### src/rtl/float_mul_stage.sv
// Three-stage IEEE-754 single-precision multiplier (unpack, multiply, normalize/round/pack).
// Flush-to-zero on subnormal inputs and outputs; round to nearest, ties to even.
module float_mul_stage #(
   parameter int DATA_W = 32
) (
   input  logic              clk,
   input  logic              rst,
   input  logic              run,
   input  logic              running,
   input  logic [DATA_W-1:0] in0,
   input  logic [DATA_W-1:0] in1,
   output logic [31:0]       out0   // versat_latency = 3
);

   generate
      if (DATA_W != 32) begin : g_bad_width
         $error("float_mul_stage: only DATA_W = 32 is supported");
      end
   endgenerate

   logic [7:0]  exp_a, exp_b;
   logic [22:0] frac_a, frac_b;
   logic        zero_a, zero_b, inf_a, inf_b, nan_a, nan_b;
   logic        nan_d, inf_d, zero_d;
   logic [9:0]  exp_sum_d;

   logic               s1_sign;
   logic signed [9:0]  s1_exp;
   logic [23:0]        s1_mant_a, s1_mant_b;
   logic               s1_nan, s1_inf, s1_zero;

   logic               s2_sign;
   logic signed [9:0]  s2_exp;
   logic [47:0]        s2_prod;
   logic               s2_nan, s2_inf, s2_zero;

   logic [22:0]        n_mant;
   logic               n_guard, n_sticky, round_up;
   logic signed [9:0]  n_exp, r_exp;
   logic [23:0]        r_mant;
   logic [31:0]        result;

   always_comb begin
      exp_a  = in0[30:23];
      exp_b  = in1[30:23];
      frac_a = in0[22:0];
      frac_b = in1[22:0];
      zero_a = (exp_a == 8'h00);
      zero_b = (exp_b == 8'h00);
      inf_a  = (exp_a == 8'hFF) && (frac_a == 23'd0);
      inf_b  = (exp_b == 8'hFF) && (frac_b == 23'd0);
      nan_a  = (exp_a == 8'hFF) && (frac_a != 23'd0);
      nan_b  = (exp_b == 8'hFF) && (frac_b != 23'd0);
      // inf * 0 is invalid and folds into the NaN flag
      nan_d  = nan_a | nan_b | (inf_a & zero_b) | (inf_b & zero_a);
      inf_d  = inf_a | inf_b;
      zero_d = zero_a | zero_b;
      // 10 bits holds -127..383 without wrapping
      exp_sum_d = {2'b00, exp_a} + {2'b00, exp_b} - 10'd127;
   end

   always_ff @(posedge clk or posedge rst) begin
      if (rst) begin
         s1_sign   <= 1'b0;
         s1_exp    <= '0;
         s1_mant_a <= '0;
         s1_mant_b <= '0;
         s2_sign   <= 1'b0;
         s2_exp    <= '0;
         s2_prod   <= '0;
         out0      <= '0;
      end else if (running) begin
         s1_sign   <= in0[31] ^ in1[31];
         s1_exp    <= exp_sum_d;
         s1_mant_a <= {1'b1, frac_a};
         s1_mant_b <= {1'b1, frac_b};
         s2_sign   <= s1_sign;
         s2_exp    <= s1_exp;
         s2_prod   <= 48'(s1_mant_a) * 48'(s1_mant_b);
         out0      <= result;
      end
   end

   // A run pulse wipes the special-case flags regardless of running.
   always_ff @(posedge clk or posedge rst) begin
      if (rst) begin
         s1_nan  <= 1'b0;
         s1_inf  <= 1'b0;
         s1_zero <= 1'b0;
         s2_nan  <= 1'b0;
         s2_inf  <= 1'b0;
         s2_zero <= 1'b0;
      end else if (run) begin
         s1_nan  <= 1'b0;
         s1_inf  <= 1'b0;
         s1_zero <= 1'b0;
         s2_nan  <= 1'b0;
         s2_inf  <= 1'b0;
         s2_zero <= 1'b0;
      end else if (running) begin
         s1_nan  <= nan_d;
         s1_inf  <= inf_d;
         s1_zero <= zero_d;
         s2_nan  <= s1_nan;
         s2_inf  <= s1_inf;
         s2_zero <= s1_zero;
      end
   end

   always_comb begin
      n_mant   = s2_prod[45:23];
      n_guard  = s2_prod[22];
      n_sticky = |s2_prod[21:0];
      n_exp    = s2_exp;
      if (s2_prod[47]) begin
         n_mant   = s2_prod[46:24];
         n_guard  = s2_prod[23];
         n_sticky = |s2_prod[22:0];
         n_exp    = s2_exp + 10'sd1;
      end
      round_up = n_guard & (n_sticky | n_mant[0]);
      // a carry out leaves r_mant[22:0] already zero
      r_mant   = {1'b0, n_mant} + {23'd0, round_up};
      r_exp    = r_mant[23] ? (n_exp + 10'sd1) : n_exp;

      if (s2_nan)
         result = 32'h7FC0_0000;
      else if (s2_inf)
         result = {s2_sign, 8'hFF, 23'd0};
      else if (s2_zero)
         result = {s2_sign, 31'd0};
      else if (r_exp >= 10'sd255)
         result = {s2_sign, 8'hFF, 23'd0};
      else if (r_exp <= 10'sd0)
         result = {s2_sign, 31'd0};
      else
         result = {s2_sign, r_exp[7:0], r_mant[22:0]};
   end

endmodule

### config.mk
export PLATFORM = sky130hd
export DESIGN_NAME = float_mul_stage
export DESIGN_NICKNAME = d
export VERILOG_FILES = /design/src/rtl/float_mul_stage.sv
export SDC_FILE = /design/constraint.sdc
export NUM_CORES = 2
export LEC_CHECK = 0
export ABC_AREA = 1
export BUFFER_PORTS_ARGS = -buffer_cell sky130_fd_sc_hd__buf_2
export CAP_MARGIN = 10
export CORE_UTILIZATION = 55
export CTS_CLUSTER_SIZE = 40
export DETAILED_ROUTE_END_ITERATION = 10
export PLACE_DENSITY = 0.69
export SYNTH_ARGS = -nofsm -noshare
export SYNTH_HDL_FRONTEND = slang
export SYNTH_SLANG_ARGS = --single-unit
### constraint.sdc
create_clock -name clk -period 7.38 [get_ports clk]
set_input_delay 0.738 -clock clk [delete_from_list [all_inputs] [get_ports clk]]
set_output_delay 0.738 -clock clk [all_outputs]
set_load 0.005 [all_outputs]
==> flow_metrics.py <==
metrics = {
    "detailed_routing": {
        "drc": 0,
        "first_pass_iters": 6,
        "drt-initial-drc-count": 1673,
        "drt_wl_total_um": 73000,
        "vias": 22825,
        "final_antenna_net_count": 0,
        "wire_per_inst_um": 16.4,
        "viasPerCell": 5.14,
    },
    "critical_path": {
        "r2r_end": "s2_prod[37]",
        "crit_end": "s2_prod[37]",
        "critPathKind": "register to register",
        "cpMostUsedCell": "fa_1",
        "critical-path-max-stage-delay_ns": 0.94,
        "rr_worst_depth": 24,
        "slowest_stage": "dfrtp_1",
        "critPathLaunchType": "register",
        "crit_fanout": 19,
        "cp-end-kind": "register",
        "cp.arrival_ns": 7.39,
        "reg2reg_slack_ns": 0.33,
        "crit_chain": "buf_4 > nand2_1 > fa_1 > inv_1 > fa_1 > fa_1 > fa_1 > fa_1 > fa_1 > inv_1 > fa_1 > inv_1 > ha_1 > nand2_1 > nor2_1 > nand2_1 > nor4_2 > a21oi_1 > o21bai_1 > nand2_1 > nand2_1 > nand2_1 > nand3_1 > o21ai_0",
        "reg2reg_from": "s1_mant_a[3]",
        "cp_data_required_time_ns": 7.72,
        "crit_start": "s1_mant_a[3]",
    },
    "yosys": {
        "ys_seq_area_frac": 0.138,
        "synth_flop_cell": "dfrtp_1",
        "ys_ff_latch": 155,
        "syn_nets": 4486,
        "syn_area_per_cell_um2": 7.50,
        "yosysWarnings": 0,
        "synthDistinctLibCells": 46,
        "yosysMostFrequentCell": "nand2_1",
        "synth_enable_flop_cells": 0,
        "async_flop_share": 1.00,
        "syn_inst": 3743,
        "synth_area_leader_cell": "fa_1",
        "ys_top_cells_by_area": "fa_1, nand2_1, dfrtp_1, inv_1, ha_1",
        "synth_top_area_share": 0.344,
        "synth.cell_area_um2": 28100,
        "netlist_top_cells_count": "nand2_1, inv_1, fa_1",
    },
    "placement": {
        "place_inst": 4410,
        "place_congestion": 0.965,
        "io_buffers": 99,
        "dp_hpwl_um": 60200,
    },
    "floorplan": {
        "floorplan.initialDensity": 0.559,
        "core-area_um2": 50300,
        "die_area_um2": 52000,
        "dieWidth_um": 228,
        "rows": 82,
        "io_pins": 100,
        "die_h_um": 228,
    },
    "cells_and_area": {
        "fin_nets": 4500,
        "multiInputGateArea_um2": 19600,
        "fin_cells": 4443,
        "area.growth.synth_to_final_pct": 6.53,
        "final_layout_size_suffix_gt1_frac": 0.0764,
        "seq_area_um2": 3900,
        "num-fill-cells": 4725,
        "finish.utilization": 0.595,
    },
    "sta": {
        "setup_violations": 0,
        "timing.final.crit_share": 0.955,
        "clock.fmax_ghz": 0.142,
        "period_needed_ns": 7.05,
        "setup_tns_ns": 0,
        "rsz0062_at_grt": "false",
        "maxSlewViolCount": 0,
        "finalClockSkew_ns": 0.0152,
        "maxSlewHeadroom": 0.277,
        "fin_hold_ws_ns": 0.423,
        "hold_viol": 0,
        "worst_pin_slew_ns": 1.07,
    },
    "clock_network": {
        "clock-sinks": 155,
        "clkTransAtPathRegs_ns": 0.08,
        "clk_latency_ns": 0.49,
        "cts_tree": "built",
        "cts_buffer_depth": 2,
        "cts-root-buf": "clkbuf_16",
        "postCtsSetupRepairBufs": 0,
        "cts_made_buffers": 17,
        "htree_levels": 4,
    },
    "grt": {
        "grt_pass1_wl_um": 123000,
        "antenna_found_initial": 0,
        "grt_pass1_vias": 23523,
        "grt_usage": 0.302,
        "grt_remaining_overflow": 0,
        "grt_max_degree": 90,
    },
    "status": {
        "status": "finished clean",
    },
    "worst_hold_path": {
        "hold_path.class": "input pin to async pin",
    },
    "job": {
        "cap_viol_max_count": 0,
    },
}
-- flip-flops by register name, summed over array words and instances (netlist names) --
register	count
s2_prod	48
out0	32
s1_mant_a	24
s1_mant_b	23
s1_exp	10
s2_exp	10
s1_inf	1
s1_nan	1
s1_sign	1
s1_zero	1
s2_inf	1
s2_nan	1
s2_sign	1
s2_zero	1
-- through the flow --
| stage | setup slack (ns) | cell area, µm² |
|---|---|---|
| after detailed placement | 0.202 | 29300 |
| after global placement | 0.0871 | 29300 |
| after CTS | 0.176 | 29900 |
| after floorplan | 1.07 | 28100 |
| final | 0.333 | 29900 |
| after global routing | 0.0000782 | 29900 |
-- layout by cell type, fill, tap and decap left out, drive strengths merged, types with 17 or more instances in the layout --
| cell | Yosys | layout |
|---|---|---|
| or2 | 17 | 17 |
| xor2 | 26 | 26 |
| buf | 17 | 180 |
| nand3 | 67 | 67 |
| ha | 192 | 192 |
| fa | 483 | 483 |
| a31oi | 19 | 19 |
| nand2 | 1102 | 1102 |
| inv | 1016 | 1024 |
| nor2 | 133 | 133 |
| nor4 | 19 | 19 |
| clkbuf | 168 | 18 |
| nand4 | 30 | 30 |
| o21ai | 165 | 165 |
| a21oi | 66 | 66 |
| dfrtp | 155 | 155 |
-- timing repair --
action,CTS,global route
gates resized for setup,0,15
hold buffers,0,0
setup endpoints to repair,0,3
-- cell families after synthesis --
family          count (synthesis)  synth area share
compound gates                288            0.0578
xor+xnor                       42            0.0131
fa+ha+maj                     675             0.430
buf+inv                      1201             0.164
flops                         155             0.138
simple gates                 1382             0.198
-- final cells by class --
| cell class | count | area share |
|---|---|---|
| Clock buffer | 18 | 0.0143 |
| Clock inverter | 14 | 0.00598 |
| Multi-Input combinational cell | 2387 | 0.656 |
| Antenna cell | 1 | 0.0000836 |
| Tap cell | 672 | 0.0281 |
| Timing Repair Buffer | 180 | 0.0378 |
| Sequential cell | 155 | 0.130 |
| Inverter | 1016 | 0.128 |
-- how the worst min path moves through the flow --
stage | endpoint | start | cells after the start
floorplan | s1_exp[1] | s1_exp[1] | 2
global placement | s1_exp[2] | s1_exp[2] | 2
detailed placement | s2_sign | s2_sign | 2
CTS | out0[0] | rst | 2
global route | s1_mant_b[14] | in1[14] | 3
finish | s2_prod[1] | rst | 2
-- routing by layer --
metal,global-route usage,routed length (µm),up-vias
met5,0,0,-
li1,-,-,10833
met1,0.404,31000,11084
met3,0.0409,4650,153
met2,0.497,34500,755
met4,0.119,2830,0
-- critical path: cells and delay by family, from the launching register on --
family / cells / cell delay [ns]
AO/OA/AOI/OAI: 3 / 0.56
AND/OR/NAND/NOR: 9 / 1.19
flip-flops: 1 / 0.94
adder cells (fa/ha/maj): 8 / 3.78
buffers and inverters: 4 / 0.39
Power is not shown: default switching activity piles up to over one toggle a cycle in this logic, so the estimate is an artifact.
